--- src/rtl/sseg_pkg.sv ---
// -----------------------------------------------------------------------------
// sseg_pkg
// Shared definitions for the multiplexed seven-segment driver and its
// receive-side scan decoder.
//   SEG_CODE      : 16-entry table, hex digit -> active-low g..a pattern
//   AN_BLANK      : anode word with every digit disabled
//   seg_to_nibble : reverse lookup, pattern -> {valid, nibble}
// -----------------------------------------------------------------------------
package sseg_pkg;

    localparam logic [7:0] AN_BLANK = 8'hFF;

    // Index = hex value; bit6 = g ... bit0 = a, 0 = segment lit.
    localparam logic [6:0] SEG_CODE [16] = '{
        7'h40, 7'h79, 7'h24, 7'h30, 7'h19, 7'h12, 7'h02, 7'h78,
        7'h00, 7'h10, 7'h08, 7'h03, 7'h46, 7'h21, 7'h06, 7'h0E
    };

    // Returns {1'b1, nibble} on a table hit, 5'b0 for any other pattern.
    function automatic logic [4:0] seg_to_nibble(input logic [6:0] seg);
        logic [4:0] result;
        result = 5'b0;
        for (int i = 0; i < 16; i++) begin
            if (seg == SEG_CODE[i]) begin
                result = {1'b1, 4'(i)};
            end
        end
        return result;
    endfunction

endpackage

--- src/rtl/sseg_seg_decode.sv ---
// -----------------------------------------------------------------------------
// sseg_seg_decode
// Combinational cathode decoder: active-low g..a pattern to hex nibble.
//   seg    in  7  cathode pattern, bit6 = g ... bit0 = a, active-low
//   valid  out 1  pattern is one of the 16 hex glyphs
//   nibble out 4  decoded value (0 when not valid)
// -----------------------------------------------------------------------------
module sseg_seg_decode
    import sseg_pkg::*;
(
    input  logic [6:0] seg,
    output logic       valid,
    output logic [3:0] nibble
);

    assign {valid, nibble} = seg_to_nibble(seg);

endmodule

--- src/rtl/sseg_scan_decoder.sv ---
// -----------------------------------------------------------------------------
// sseg_scan_decoder
// Watches the scanned anode/cathode lines of an 8-digit multiplexed display,
// decodes every digit back to a nibble plus decimal point, reassembles whole
// frames and publishes the 32-bit value once MATCH_FRAMES identical frames
// have been seen in a row.
//   CLK        in   1   clock, rising edge
//   RST        in   1   synchronous reset, active-high
//   SSEG_AN    in   8   anodes, active-low, bit7 = leftmost = VALUE[31:28]
//   SSEG_CA    in   8   cathodes, active-low, bit7 = dp, bits6:0 = g..a
//   VALUE      out  32  last published value
//   DP         out  8   last published decimal points, 1 = lit
//   VALUE_UPD  out  1   pulse: VALUE/DP (re)published
//   DECODE_ERR out  1   pulse: unknown glyph or more than one anode low
//   FRAME_ERR  out  1   pulse: partial frame dropped after timeout
// -----------------------------------------------------------------------------
module sseg_scan_decoder
    import sseg_pkg::*;
#(
    parameter int SETTLE_CYCLES  = 2,
    parameter int MATCH_FRAMES   = 2,
    parameter int TIMEOUT_CYCLES = 1048576
)(
    input  logic        CLK,
    input  logic        RST,
    input  logic [7:0]  SSEG_AN,
    input  logic [7:0]  SSEG_CA,
    output logic [31:0] VALUE,
    output logic [7:0]  DP,
    output logic        VALUE_UPD,
    output logic        DECODE_ERR,
    output logic        FRAME_ERR
);

    localparam int SW = $clog2(SETTLE_CYCLES + 1);
    localparam int MW = $clog2(MATCH_FRAMES + 1);
    localparam int TW = $clog2(TIMEOUT_CYCLES + 1);

    // Registered pin copies and settle tracking
    logic [7:0]    an_q, ca_q, an_prev;
    logic [SW-1:0] settle_cnt;
    logic [TW-1:0] timeout_cnt;

    // Frame assembly and comparison state
    logic [7:0]    mask;
    logic [31:0]   frame_val, prev_val;
    logic [7:0]    frame_dp,  prev_dp;
    logic          prev_valid;
    logic [MW-1:0] match_cnt;

    // Decoder
    logic       seg_valid;
    logic [3:0] seg_nib;

    sseg_seg_decode u_seg_decode (
        .seg    (ca_q[6:0]),
        .valid  (seg_valid),
        .nibble (seg_nib)
    );

    // Anode classification
    logic [7:0] an_low;
    logic       an_changed, one_low, blank, illegal;
    logic [2:0] digit_idx;

    assign an_low     = ~an_q;
    assign an_changed = (an_q != an_prev);
    assign one_low    = (an_low != 8'h00) && ((an_low & (an_low - 8'h01)) == 8'h00);
    assign blank      = (an_q == AN_BLANK);
    assign illegal    = !one_low && !blank;

    // NOTE: always_comb gives every output a default before any branch, so no
    // path leaves a variable unassigned and no latch is inferred.
    always_comb begin
        digit_idx = 3'd0;
        for (int i = 0; i < 8; i++) begin
            if (!an_q[i]) begin
                digit_idx = 3'(i);
            end
        end
    end

    // settle_cnt counts stable cycles after the change cycle, so the sample
    // lands SETTLE_CYCLES cycles after the new anode word first appears.
    // It saturates at SETTLE_CYCLES, which blocks a second sample per dwell.
    logic settle_hit, sample, dec_err, timeout_hit, discard;

    assign settle_hit  = !an_changed && (settle_cnt == SW'(SETTLE_CYCLES - 1));
    assign sample      = settle_hit && one_low && seg_valid;
    assign dec_err     = settle_hit && (illegal || (one_low && !seg_valid));
    assign timeout_hit = !sample && (mask != 8'h00)
                         && (timeout_cnt == TW'(TIMEOUT_CYCLES - 1));
    assign discard     = dec_err || timeout_hit;

    // The frame as it stands including this cycle's sample, so completion and
    // comparison happen in the same cycle as the last digit.
    logic [31:0]   cur_val;
    logic [7:0]    cur_dp, mask_upd;
    logic          complete, frame_eq, publish;
    logic [MW-1:0] match_next;

    always_comb begin
        cur_val = frame_val;
        cur_dp  = frame_dp;
        cur_val[{digit_idx, 2'b00} +: 4] = seg_nib;
        cur_dp[digit_idx]                = ~ca_q[7];
    end

    assign mask_upd = mask | (8'b1 << digit_idx);
    assign complete = sample && (mask_upd == 8'hFF);
    assign frame_eq = prev_valid && (cur_val == prev_val) && (cur_dp == prev_dp);

    always_comb begin
        if (frame_eq) begin
            match_next = (match_cnt == MW'(MATCH_FRAMES)) ? match_cnt : match_cnt + 1'b1;
        end else begin
            match_next = MW'(1);
        end
    end

    assign publish = complete && (match_next >= MW'(MATCH_FRAMES));

    // NOTE: sequential state uses non-blocking assignments so every register
    // samples the pre-edge values, independent of statement order.
    always_ff @(posedge CLK) begin
        if (RST) begin
            an_q        <= AN_BLANK;
            ca_q        <= 8'hFF;
            an_prev     <= AN_BLANK;
            settle_cnt  <= '0;
            timeout_cnt <= '0;
            mask        <= 8'h00;
            prev_valid  <= 1'b0;
            match_cnt   <= '0;
            VALUE       <= 32'h0;
            DP          <= 8'h00;
            VALUE_UPD   <= 1'b0;
            DECODE_ERR  <= 1'b0;
            FRAME_ERR   <= 1'b0;
        end else begin
            an_q    <= SSEG_AN;
            ca_q    <= SSEG_CA;
            an_prev <= an_q;

            if (an_changed) begin
                settle_cnt <= '0;
            end else if (settle_cnt != SW'(SETTLE_CYCLES)) begin
                settle_cnt <= settle_cnt + 1'b1;
            end

            // Blank dwell still ages the frame; an idle display saturates.
            if (sample) begin
                timeout_cnt <= '0;
            end else if (timeout_cnt != TW'(TIMEOUT_CYCLES)) begin
                timeout_cnt <= timeout_cnt + 1'b1;
            end

            VALUE_UPD  <= publish && !discard;
            DECODE_ERR <= dec_err;
            FRAME_ERR  <= timeout_hit;

            // Errors take priority over completion.
            if (discard) begin
                mask       <= 8'h00;
                match_cnt  <= '0;
                prev_valid <= 1'b0;
            end else if (complete) begin
                mask       <= 8'h00;
                match_cnt  <= match_next;
                prev_valid <= 1'b1;
                if (publish) begin
                    VALUE <= cur_val;
                    DP    <= cur_dp;
                end
            end else if (sample) begin
                mask <= mask_upd;
            end
        end
    end

    // NOTE: frame slots and the previous-frame copy carry no reset; mask and
    // prev_valid already qualify them, so their power-up contents never escape.
    always_ff @(posedge CLK) begin
        if (sample && !discard) begin
            frame_val <= cur_val;
            frame_dp  <= cur_dp;
        end
        if (complete && !discard) begin
            prev_val <= cur_val;
            prev_dp  <= cur_dp;
        end
    end

endmodule
--- config.mk ---
export PLATFORM = sky130hd
export DESIGN_NAME = sseg_scan_decoder
export DESIGN_NICKNAME = d
export VERILOG_FILES = /design/src/rtl/sseg_pkg.sv /design/src/rtl/sseg_seg_decode.sv /design/src/rtl/sseg_scan_decoder.sv
export SDC_FILE = /design/constraint.sdc
export NUM_CORES = 1
export LEC_CHECK = 0
export CAP_MARGIN = 10
export CORE_MARGIN = 2
export CORE_UTILIZATION = 40
export DETAILED_ROUTE_END_ITERATION = 7
export PLACE_DENSITY = 0.58
export SLEW_MARGIN = 10
export SYNTH_ARGS = -nofsm -noshare
export SYNTH_HDL_FRONTEND = slang
export SYNTH_SLANG_ARGS = --single-unit
--- constraint.sdc ---
create_clock -name CLK -period 14.21 [get_ports CLK]
set_input_delay 2.842 -clock CLK [delete_from_list [all_inputs] [get_ports CLK]]
set_output_delay 2.842 -clock CLK [all_outputs]
set_load 0.02 [all_outputs]
# After elaboration in Yosys (flattened, before gate mapping)
# Index checks and enable logic that the tools add are counted.
[word_totals]
mem_bits_ro = 0
n_memories = 0
latchBits = 0
ff_bits = 181
mem_bits_rw = 0
output_inout_bits = 43
[classes]
reduce_logical = 34
magnitude_cmp = 3
shift = 3
mul = 0
n_mux = 29
addsub = 5
n_bitwise = 5
eq_ne = 25
div_mod_pow = 0
[op_table]
columns = ["op", "count"]
rows = [
  ["2-to-1 mux 5 bit", 16],
  ["bitwise mux 32 bit", 1],
  ["equality test 32 bit", 1],
  ["variable shift 4 x 7 -> 32 bit (first input constant)", 1],
  ["variable part select 4 x 7 -> 32 bit", 1],
  ["equality test 7 bit (second input constant)", 4],
  ["adder 21 x 1 -> 21 bit (second input constant)", 1],
  ["equality test 21 x 20 -> 1 bit (second input constant)", 1],
  ["equality test 7 x 5 -> 1 bit (second input constant)", 3],
  ["equality test 7 x 6 -> 1 bit (second input constant)", 3],
  ["!= test 21 bit (second input constant)", 1],
  ["2-to-1 mux 3 bit", 6],
  ["logical AND 1 bit", 17],
  ["equality test 8 bit (second input constant)", 2],
  ["nonzero test 8 bit", 2],
  ["equality test 7 x 2 -> 1 bit (second input constant)", 2],
  ["equality test 7 x 4 -> 1 bit (second input constant)", 2],
  ["bitwise AND 8 bit", 1],
  ["bitwise mux 8 bit", 1],
  ["equality test 8 bit", 1],
  ["logical NOT 8 bit", 1],
  ["!= test 8 bit", 1],
  ["NOT 8 bit", 1],
  ["OR 8 bit", 1],
  ["other kinds (21)", 33],
]

# Logic depth before layout (Yosys ltp)
# Gate-level depths: netlist of the first run.
[logic_depth]
word_depth = 26
ltp_mapped = 20

# Modules after synthesis
# From an unflattened synthesis of the first run, not the netlist that was laid out.
[hier_totals]
cells_unflattened = 900
hier_area_um2 = 8834.7
[modules_own_cells]
columns = ["module", "area_each_um2", "n_inst", "seq_area_each_um2", "cells_per_inst"]
rows = [
  ["sseg_scan_decoder", 8389.3, 1, 4424.2, 839],
  ["sseg_seg_decode", 445.4, 1, 0.0, 61],
]

# Worst setup path after synthesis of the first run
# Ideal clock, no wire load.
[synth_timing]
path_kind = "register to register"
start = "reg an_q[6]"
end = "reg match_cnt[1]"
arrival_time_ns = 6.127
slack_ns = 8.008
required_ns = 14.135
period_less_slack_ns = 6.202
setup_ns = 0.075
path_stages_with_launch = 18
cell_sequence = "dfxtp_1 > buf_2 > and2b_1 > nand2b_4 > buf_2 > nor2_1 > ha_1 > ha_1 > clkbuf_1 > clkbuf_1 > o22ai_1 > nor2_1 > nand3_1 > nor3_1 > or4bb_1 > nor4_1 > nand3_1 > o22ai_1"
[synth_via]
elab_chain_cells = 12
[synth_rtl]
columns = ["item", "line_no", "text"]
rows = [
  ["from (decl)", "sseg_scan_decoder.sv:40", "logic [7:0] an_q, ca_q, an_prev;"],
  ["from (signal assigned)", "sseg_scan_decoder.sv:127", "an_q <= AN_BLANK;"],
  ["from (signal assigned)", "sseg_scan_decoder.sv:141", "an_q <= SSEG_AN;"],
  ["parallel branches: the longest is 12 deep, another holds negator 5 -> 7 bit", "--", ""],
  ["to (signal assigned)", "sseg_scan_decoder.sv:169", "match_cnt <= match_next;"],
  ["to (decl)", "sseg_scan_decoder.sv:49", "logic [MW-1:0] match_cnt;"],
]
# Several ways; the timed one is not identified.
# A chain may end at the register's enable or synchronous reset.

# Worst setup path after layout of the first run
[layout_timing]
start = "reg an_q[4]"
end = "reg DP[7]"
[layout_via]
elab_chain_cells = 15
[layout_rtl]
columns = ["item", "line_no", "text"]
rows = [
  ["parallel branches: the longest is 15 deep, another holds negator 5 -> 7 bit", "--", ""],
  ["to (signal assigned)", "sseg_scan_decoder.sv:173", "DP <= cur_dp;"],
  ["to (decl)", "sseg_scan_decoder.sv:29", "output logic [7:0] DP,"],
]
# Several ways; the timed one is not identified.

==> flow_summary.toml, run 1 <==
[placed_design]
dpl_worst_slack_ns = 8.143
io_buffers = 60
hpwl_um = 22300
routabilityCongestion = 0.9649

[routing]
drtAntennaViolNets = 0
vias = 7882
wl_um = 30620
drcViolationCount = 0
wl_per_cell_um = 22.92
drtIter0Drc = 647
dr.pass1.iters = 5
drt-vias-per-instance = 5.900

[critical_path]
rrSetupSlack_ns = 8.05
crit_path_start_kind = "flop"
arrival_ns = 6.49
end_kind = "flop"
crit_path_top_delay_cell = "a21oi_1"
critical_path.max_fanout = 27
required_ns = 14.55
setup.worst_path.class = "flop to flop"
r2r-start = "an_q[4]$_SDFF_PP1_"
reg2reg_to = "DP[7]$_SDFFE_PP0P_"
max_stage_delay_ns = 0.82
path_cells = "nand2_1 > a21oi_1 > nor2_1 > ha_1 > ha_1 > nand2b_1 > nor2_1 > nand2_1 > o31ai_1 > o221a_2 > and4_1 > and4_1 > nand2_4 > mux2_2"
rr_worst_depth = 14
setup.worst_path.end = "DP[7]$_SDFFE_PP0P_"
crit_start = "an_q[4]$_SDFF_PP1_"

[layout]
drive_gt1_share_pct = 13.27
final_cell_mix = "dfxtp_1 (101), nand2_1 (82), edfxtp_1 (80)"
final_common_cell = "dfxtp_1"
areaGrowthSynthToFinish_pct = 14.94
n_antenna_cell = 0
nets = 1033

[clock_tree]
ctsResizeCount = 0
cts_max_level = 4
cts_root_buf = "clkbuf_16"
clock_path_buffers = 2
cts-buffers-inserted = 17
clkSinkCount = 181
hold_buffers = 0
cts_tree = "built"
clkTransAtPathRegs_ns = 0.08
clk_latency_ns = 0.44
postCtsSetupBuffers = 0

[synth]
ys_seq_area_share_pct = 46.10
synth_nets = 996
synthSimpleGateAreaFrac_pct = 21.24
synth_xor_area_share_pct = 5.202
synth_top_family_by_area = "simple AND/OR/NAND/NOR gates"
synth_compound_area_share_pct = 18.47
async_flop_share_pct = 0
syn-cell-area_mm2 = 0.009597
synth_edf_count = 80
avgSynthCellArea_um2 = 9.924
synthAdderAreaFrac_pct = 1.434
syn_inst = 967
synth.mux.area_fraction_pct = 2.907
ys_warn_count = 0
synth_top_flop_cell = "dfxtp_1"
ys_ff_latch = 181
synthDistinctLibCells = 96

[sta]
hold_violations = 0
final.min_clock_period_ns = 6.157
finalWorstSetupSlack_ns = 8.053
finalSetupViolCount = 0
rsz0062_at_grt = "no"
period_share_pct = 43.33
tightest_slew_ns = 1.013
slew_headroom_pct = 32.44
skew_ns = 0.01797
fmax_mhz = 162.4
fin_setup_tns_ns = 0
slew_viol_final = 0

[global_route]
antenna_found_initial = 2
grt.total_usage_pct = 24.35
grt_pass1_vias = 7781
grt-ovfl-total = 0
grt_pass1_wl_um = 47440
grt_max_degree = 71

[floorplanning]
start_util_pct = 40.76
ioPinCount = 61
die_area_mm2 = 0.02525
die_y_um = 158.9
num_rows = 56
core_mm2 = 0.02354
fp.dieW_um = 158.9

[power_and_ir_drop]
powerDensity_mw_per_mm2 = 106.0
p_leak_nw = 4.205
vdd_drop_max_mv = 0.06060

[worst_hold_path]
holdCritPathClass = "flop to flop"

[flow_run]
maxCapViolations = 0

[run_status]
status = "finished clean"
==> state kept, by name (all words and copies together), names as in the netlist, 8 cells and up <==
signal and cells:
prev_dp 8, VALUE 32, an_prev 8, DP 8, frame_val 32, timeout_cnt 21
frame_dp 8, an_q 8, ca_q 8, prev_val 32, mask 8
==> per-stage QoR <==
| step | hold slack, ns | std cells | instance area [um2] | utilization, % | power (mW) |
|---|---|---|---|---|---|
| after global placement | 0.4469 | 1304 | 10430 | 44.29 | 0.6945 |
| after floorplan | 0.4386 | 967 | 9597 | - | 0.6506 |
| after CTS | 0.4707 | 1336 | 11030 | 46.85 | 1.175 |
| after global routing | 0.4847 | 1336 | 11030 | 46.85 | 1.210 |
| final | 0.4663 | 1336 | 11030 | 46.85 | 1.169 |
| after detailed placement | 0.4564 | 1304 | 10430 | 44.29 | 0.6919 |
==> routing by layer <==
layer / part of all wire, % / GRT usage, % / vias to the layer above
met2: 43 / 36.44 / 322
met5: 0 / 0 / -
met3: 7.1 / 5.120 / 71
li1: - / - / 3712
met4: 4.1 / 10.54 / 0
met1: 46 / 34.02 / 3777
==> cell usage after synthesis (8+ instances only) <==
library cell,instances,area share [%]
nand3_1,34,1.8
mux2i_1,14,1.5
nor2b_1,8,0.52
nand2b_1,10,0.65
mux2_2,11,1.3
ha_1,11,1.4
dfxtp_1,101,21
a31o_2,16,1.5
nand2_1,82,3.2
o211a_1,16,1.7
a21oi_1,40,2.1
xor2_1,30,2.7
xnor2_1,27,2.5
a41o_1,14,1.5
and3_1,14,0.91
inv_1,41,1.6
nand4_1,18,1.2
clkbuf_1,30,1.2
o22ai_1,11,0.72
o31ai_1,12,0.94
buf_4,8,0.63
nor2_1,63,2.5
nor4_1,22,1.4
a211oi_1,8,0.63
edfxtp_1,80,25
or2_2,27,1.8
o21ai_0,22,1.1
buf_2,14,0.73
o211ai_1,11,0.86
nor3_1,24,1.3
==> how the worst min path moves through the flow <==
stage	depth (start not counted)	from	to	slack (ns)
after floorplan	2	match_cnt[1]$_SDFFE_PP0P_	match_cnt[1]$_SDFFE_PP0P_	0.44
after global placement	1	prev_valid$_SDFFE_PP0P_	prev_valid$_SDFFE_PP0P_	0.45
after detailed placement	2	VALUE[23]$_SDFFE_PP0P_	VALUE[23]$_SDFFE_PP0P_	0.46
after CTS	2	match_cnt[1]$_SDFFE_PP0P_	match_cnt[1]$_SDFFE_PP0P_	0.47
after global routing	2	mask[4]$_SDFFE_PP0P_	mask[4]$_SDFFE_PP0P_	0.48
final	2	VALUE[23]$_SDFFE_PP0P_	VALUE[23]$_SDFFE_PP0P_	0.47
==> area by class of cell <==
type	instances	area [um2]
Inverter	44	165.2
Tap cell	319	399.1
Multi-Input combinational cell	686	4732
Timing Repair Buffer	74	705.7
Fill cell	2297	12510
Sequential cell	181	4424
Clock inverter	13	150.1
Clock buffer	19	454.2
==> critical path: cells and delay by family, from the launching register on <==
kind                     cells  cell delay (ns)
flip-flops                   1             0.54
multiplexers                 1             0.37
AND/OR/NAND/NOR              8             2.59
adder cells (fa/ha/maj)      2             0.78
AO/OA/AOI/OAI                3             1.73
==> report_power, final <==
part,switching [mW],internal (mW),leakage (nW),total [mW]
sequential,0.00943,0.546,1.52,0.556
combinational,0.0852,0.0423,2.39,0.128
clock,0.238,0.248,0.298,0.486
==> cell families (layout without fill, tap and decap cells) <==
kind of cell               count (synthesis)  after routing
AOI/OAI and AO/OA                        228            228
DFF                                      181            181
xor gates and xnor gates                  57             57
and+or+nand+nor                          364            364
adders and majority gates                 11             11
buffers and inverters                    100            150
muxes                                     26             26
Note: power is estimated with default switching activity, not from simulation.
==> run 2: changes to the inputs <==
==> constraint.sdc (replaced) <==
create_clock -name CLK -period 6.2 [get_ports CLK]
set_input_delay 1.24 -clock CLK [delete_from_list [all_inputs] [get_ports CLK]]
set_output_delay 1.24 -clock CLK [all_outputs]
set_load 0.02 [all_outputs]
==> run 2 against run 1 <==
Compared with the run above: worst hold slack better by 0.0041 ns; die area unchanged; routed wire length down 3.0%; critical endpoint unchanged.
==> flow_summary.toml, run 2 (same netlist as run 1, synthesis figures left out) <==
[run_status]
status = "finished clean"

[sta]
rsz0062_at_grt = "no"
tightest_slew_ns = 0.9953
slew_headroom_pct = 32.95
fmax_mhz = 184.5
hold_violations = 0
final.min_clock_period_ns = 5.420
fin_setup_tns_ns = 0
finalSetupViolCount = 0
skew_ns = 0.01843
period_share_pct = 87.42
finalWorstSetupSlack_ns = 0.7799
slew_viol_final = 0

[critical_path]
arrival_ns = 5.76
r2r-start = "an_q[2]$_SDFF_PP1_"
reg2reg_to = "DP[7]$_SDFFE_PP0P_"
setup.worst_path.end = "DP[7]$_SDFFE_PP0P_"
crit_path_start_kind = "flop"
crit_family = "simple AND/OR/NAND/NOR gates"
timing.critical_path.buf_inv = 1
end_kind = "flop"
setup.worst_path.class = "flop to flop"
crit_start = "an_q[2]$_SDFF_PP1_"
rrSetupSlack_ns = 0.78
required_ns = 6.54
max_stage_delay_ns = 0.69
rr_worst_depth = 15
crit_path_top_delay_cell = "o31ai_1"
path_depth = 15
critical_path.max_fanout = 27
path_cells = "nand2b_1 > a21oi_1 > buf_4 > nor2_1 > ha_1 > ha_1 > nand2b_1 > nor2_1 > nand2_1 > o31ai_1 > o221a_2 > and4_1 > and4_1 > nand2_4 > mux2_2"

[power_and_ir_drop]
p_sw_mw = 0.7830
intPower_mw = 1.910
p_seq_share_pct = 47.2
p_leak_nw = 4.261
pwr-share-clk_pct = 41.8
comb_power_share_pct = 10.9
powerDensity_mw_per_mm2 = 242.5
vdd_drop_max_mv = 0.1693
p_sw_share_pct = 29.07

[placed_design]
dpl.cell_count = 1311
dpl_worst_slack_ns = 0.9654
routabilityCongestion = 1.058
hpwl_um = 21230
io_buffers = 60

[routing]
vias = 7905
drcViolationCount = 0
wl_um = 29690
drtAntennaViolNets = 0
drt-vias-per-instance = 5.886
dr.pass1.iters = 5
wl_per_cell_um = 22.11
drtIter0Drc = 741

[floorplanning]
core_mm2 = 0.02354
die_area_mm2 = 0.02525
die_y_um = 158.9
ioPinCount = 61
start_util_pct = 40.76
fp.dieW_um = 158.9
num_rows = 56

[flow_run]
maxCapViolations = 0

[clock_tree]
cts-buffers-inserted = 17
cts_max_level = 4
cts_tree = "built"
hold_buffers = 0
clk_latency_ns = 0.44
clock_path_buffers = 2
ctsResizeCount = 0
cts_root_buf = "clkbuf_16"
postCtsSetupBuffers = 0
clkTransAtPathRegs_ns = 0.09
clkSinkCount = 181

[layout]
final_common_cell = "dfxtp_1"
areaGrowthSynthToFinish_pct = 15.72
drive_gt1_share_pct = 13.96
n_antenna_cell = 0
nets = 1040
utilization_pct = 47.17
final_cells = 1343
final_cell_mix = "dfxtp_1 (101), nand2_1 (82), edfxtp_1 (80)"
reg.largest.list = "VALUE: 32 flops, frame_val: 32 flops, prev_val: 32 flops"

[global_route]
grt_pass1_vias = 7491
grt_pass1_wl_um = 45580
grt.total_usage_pct = 23.26
grt_max_degree = 69
grt-ovfl-total = 0
antenna_found_initial = 0

[worst_hold_path]
holdCritPathClass = "flop to flop"
whs_path_depth = 2
-- run 2: changes by cell type in the layout (fill, tap and decap cells not counted) --
| cell | before | now |
|---|---|---|
| clkinv_8 | 3 | 4 |
| nor3_4 | 0 | 1 |
| clkbuf_16 | 18 | 17 |
| inv_8 | 5 | 3 |
| inv_12 | 1 | 4 |
| inv_6 | 1 | 2 |
| inv_4 | 1 | 0 |
| clkbuf_1 | 1 | 0 |
| buf_4 | 14 | 21 |
| nor3_2 | 3 | 2 |
-- run 2: layout make-up --
| type | count | area [um2] |
|---|---|---|
| Fill cell | 2312 | 12440 |
| Multi-Input combinational cell | 686 | 4738 |
| Sequential cell | 181 | 4424 |
| Timing Repair Buffer | 81 | 758.2 |
| Clock buffer | 17 | 425.4 |
| Tap cell | 319 | 399.1 |
| Clock inverter | 15 | 195.2 |
| Inverter | 44 | 165.2 |
-- run 2: power groups by stage --
stage	logic (mW)	clock network, mW	registers [mW]
final	0.295	1.13	1.27
after detailed placement	0.285	0	1.30
after floorplan	0.206	0	1.29
after CTS	0.287	1.15	1.27
after global placement	0.287	0	1.30
after global routing	0.316	1.19	1.27
-- run 2: tightest hold or removal path, stage by stage (launching register included) --
cell	delay (ns)
dfxtp_1	0.32
nand2_1	0.05
mux2i_1	0.06
-- run 2: metrics by stage --
stage | hold WS, ns | area, um2 | power (mW)
3_5_place_dp | 0.4555 | 10490 | 1.584
5_1_grt | 0.4811 | 11110 | 2.783
4_1_cts | 0.4703 | 11110 | 2.709
3_3_place_gp | 0.4504 | 10490 | 1.586
2_1_floorplan | 0.4386 | 9602 | 1.491
6_report | 0.4704 | 11110 | 2.694
-- run 2: metal layers --
| metal | up-vias | global-route usage (%) | share of wire [%] |
|---|---|---|---|
| met4 | 0 | 9.835 | 3.7 |
| met1 | 3778 | 33.57 | 47 |
| met2 | 340 | 34.20 | 42 |
| met3 | 68 | 4.154 | 6.5 |
| li1 | 3719 | - | - |
| met5 | - | 0 | 0 |
-- run 2: worst min path at each step --
| stage | endpoint | from | slack [ns] |
|---|---|---|---|
| 2_1_floorplan | match_cnt[1]$_SDFFE_PP0P_ | match_cnt[1]$_SDFFE_PP0P_ | 0.44 |
| 3_3_place_gp | VALUE[23]$_SDFFE_PP0P_ | VALUE[23]$_SDFFE_PP0P_ | 0.45 |
| 3_5_place_dp | DP[2]$_SDFFE_PP0P_ | DP[2]$_SDFFE_PP0P_ | 0.46 |
| 4_1_cts | DP[2]$_SDFFE_PP0P_ | DP[2]$_SDFFE_PP0P_ | 0.47 |
| 5_1_grt | DP[2]$_SDFFE_PP0P_ | DP[2]$_SDFFE_PP0P_ | 0.48 |
| 6_report | VALUE[23]$_SDFFE_PP0P_ | VALUE[23]$_SDFFE_PP0P_ | 0.47 |
==> run 3: changes to the inputs <==
--- a/config.mk
+++ b/config.mk
@@ -7,9 +7,9 @@
 export LEC_CHECK = 0
 export CAP_MARGIN = 10
 export CORE_MARGIN = 2
-export CORE_UTILIZATION = 40
+export CORE_UTILIZATION = 42
 export DETAILED_ROUTE_END_ITERATION = 7
-export PLACE_DENSITY = 0.58
+export PLACE_DENSITY = 0.6
 export SLEW_MARGIN = 10
 export SYNTH_ARGS = -nofsm -noshare
 export SYNTH_HDL_FRONTEND = slang
==> run 3 against run 2 <==
Compared with the run above: global-route usage rose by 1.9 points; utilization rose by 2.2 points; register-to-register slack improved by 0.29 ns; clock skew rose by 0.0011 ns; worst hold slack got worse by 0.0038 ns; non-clock buffer count rose by 6; final area barely moved; largest power group unchanged; clock power barely moved; clock-buffer cell count rose by 1; worst setup slack improved by 0.29 ns.
==> flow_summary.toml, run 3 (same netlist as run 1, synthesis figures left out) <==
[critical_path]
rr_worst_depth = 16
required_ns = 6.55
setup.worst_path.class = "flop to flop"
rrSetupSlack_ns = 1.07
reg2reg_to = "VALUE[4]$_SDFFE_PP0P_"
critical_path.max_fanout = 21
crit_start = "an_q[5]$_SDFF_PP1_"
max_stage_delay_ns = 0.60
path_cells = "and2b_1 > nand2b_4 > nor2_1 > ha_1 > ha_1 > buf_4 > nand2b_1 > nor2_1 > nand2_1 > o31ai_1 > o221a_2 > and4_1 > and4_1 > nand2_4 > buf_4 > a31o_2"
crit_path_top_delay_cell = "o31ai_1"
setup.worst_path.end = "VALUE[4]$_SDFFE_PP0P_"
crit_path_start_kind = "flop"
end_kind = "flop"
arrival_ns = 5.48
r2r-start = "an_q[5]$_SDFF_PP1_"

[floorplanning]
die_y_um = 155.2
ioPinCount = 61
start_util_pct = 42.65
core_mm2 = 0.02250
die_area_mm2 = 0.02407
fp.dieW_um = 155.2
num_rows = 55

[layout]
utilization_pct = 49.40
nets = 1046
areaGrowthSynthToFinish_pct = 15.83
drive_gt1_share_pct = 14.37
final_cell_mix = "dfxtp_1 (101), nand2_1 (82), edfxtp_1 (80)"
n_antenna_cell = 0
final_common_cell = "dfxtp_1"
reg.largest.list = "VALUE: 32 flops, frame_val: 32 flops, prev_val: 32 flops"

[sta]
slew_viol_final = 0
period_share_pct = 82.77
rsz0062_at_grt = "no"
finalWorstSetupSlack_ns = 1.068
tightest_slew_ns = 1.026
finalSetupViolCount = 0
fin_setup_tns_ns = 0
fmax_mhz = 194.9
final.min_clock_period_ns = 5.132
hold_violations = 0
skew_ns = 0.01948
slew_headroom_pct = 31.13
fin_hold_ws_ns = 0.4666

[placed_design]
hpwl_um = 21630
dpl_worst_slack_ns = 1.143
io_buffers = 60
routabilityCongestion = 1.016

[clock_tree]
clkTransAtPathRegs_ns = 0.09
clkSinkCount = 181
cts_root_buf = "clkbuf_16"
cts_max_level = 4
cts_tree = "built"
cts-buffers-inserted = 17
clk_latency_ns = 0.45
hold_buffers = 0
clock_path_buffers = 2
ctsResizeCount = 0
postCtsSetupBuffers = 0

[global_route]
grt_pass1_vias = 7597
grt.total_usage_pct = 25.16
grt-ovfl-total = 0
antenna_found_initial = 0
grt_pass1_wl_um = 46230
grt_max_degree = 69

[run_status]
status = "finished clean"

[routing]
drtAntennaViolNets = 0
vias = 7986
wl_per_cell_um = 22.88
drcViolationCount = 0
wl_um = 30090
dr.pass1.iters = 5
drt-vias-per-instance = 6.073
drtIter0Drc = 758

[power_and_ir_drop]
powerDensity_mw_per_mm2 = 244.3
vdd_drop_max_mv = 0.1412
totalPowerFinal_mw = 2.716
p_leak_nw = 4.292

[flow_run]
maxCapViolations = 0

[worst_hold_path]
holdCritPathClass = "flop to flop"
## run 3: changes by cell type in the layout (fill, tap and decap cells not counted), sizes merged
| cell | previous run | this run |
|---|---|---|
| clkinv | 6 | 5 |
| bufinv | 0 | 1 |
| buf | 21 | 27 |
| inv | 53 | 52 |
| clkbuf | 17 | 18 |
## run 3: how the worst min path moves through the flow
stage | from | cells after the start | endpoint | slack, ns
finish | VALUE[7]$_SDFFE_PP0P_ | 2 | VALUE[7]$_SDFFE_PP0P_ | 0.47
floorplan | match_cnt[1]$_SDFFE_PP0P_ | 2 | match_cnt[1]$_SDFFE_PP0P_ | 0.44
detailed placement | VALUE[23]$_SDFFE_PP0P_ | 2 | VALUE[23]$_SDFFE_PP0P_ | 0.45
CTS | VALUE[7]$_SDFFE_PP0P_ | 2 | VALUE[7]$_SDFFE_PP0P_ | 0.47
global route | VALUE[7]$_SDFFE_PP0P_ | 2 | VALUE[7]$_SDFFE_PP0P_ | 0.49
global placement | VALUE[24]$_SDFFE_PP0P_ | 2 | VALUE[24]$_SDFFE_PP0P_ | 0.45
## run 3: metrics by stage
stage	cells	area, um2
after global placement	1283	10490
after floorplan	967	9602
after detailed placement	1283	10490
final	1315	11120
after CTS	1315	11120
after global routing	1315	11120
## run 3: worst max-delay path, delay by kind of cell, from the launching register on
family	cells	cell delay, ns
and+or+nand+nor	9	2.41
AOI/OAI and AO/OA	3	1.12
DFF	1	0.58
adders and majority gates	2	0.47
buffers and inverters	2	0.43
## run 3: per-layer routing
metal	track usage, %	part of all wire (%)	up-vias
li1	-	-	3753
met3	4.652	7.0	51
met1	35.93	46	3859
met2	38.67	44	323
met5	0	0	-
met4	8.113	2.7	0
## run 3: report_power, final
group / internal [mW] / total (mW) / switching (mW)
logic: 0.103 / 0.298 / 0.195
registers: 1.25 / 1.27 / 0.0214
clock network: 0.591 / 1.14 / 0.554
total: 1.95 / 2.72 / 0.770
## run 3: layout make-up
class / instances / area (um2)
multi-input combinational: 686 / 4738
fill: 2094 / 11390
inverter: 44 / 165.2
clock inverter: 14 / 198.9
timing repair buffer: 87 / 803.3
tap: 285 / 356.6
clock buffer: 18 / 429.2
sequential: 181 / 4424
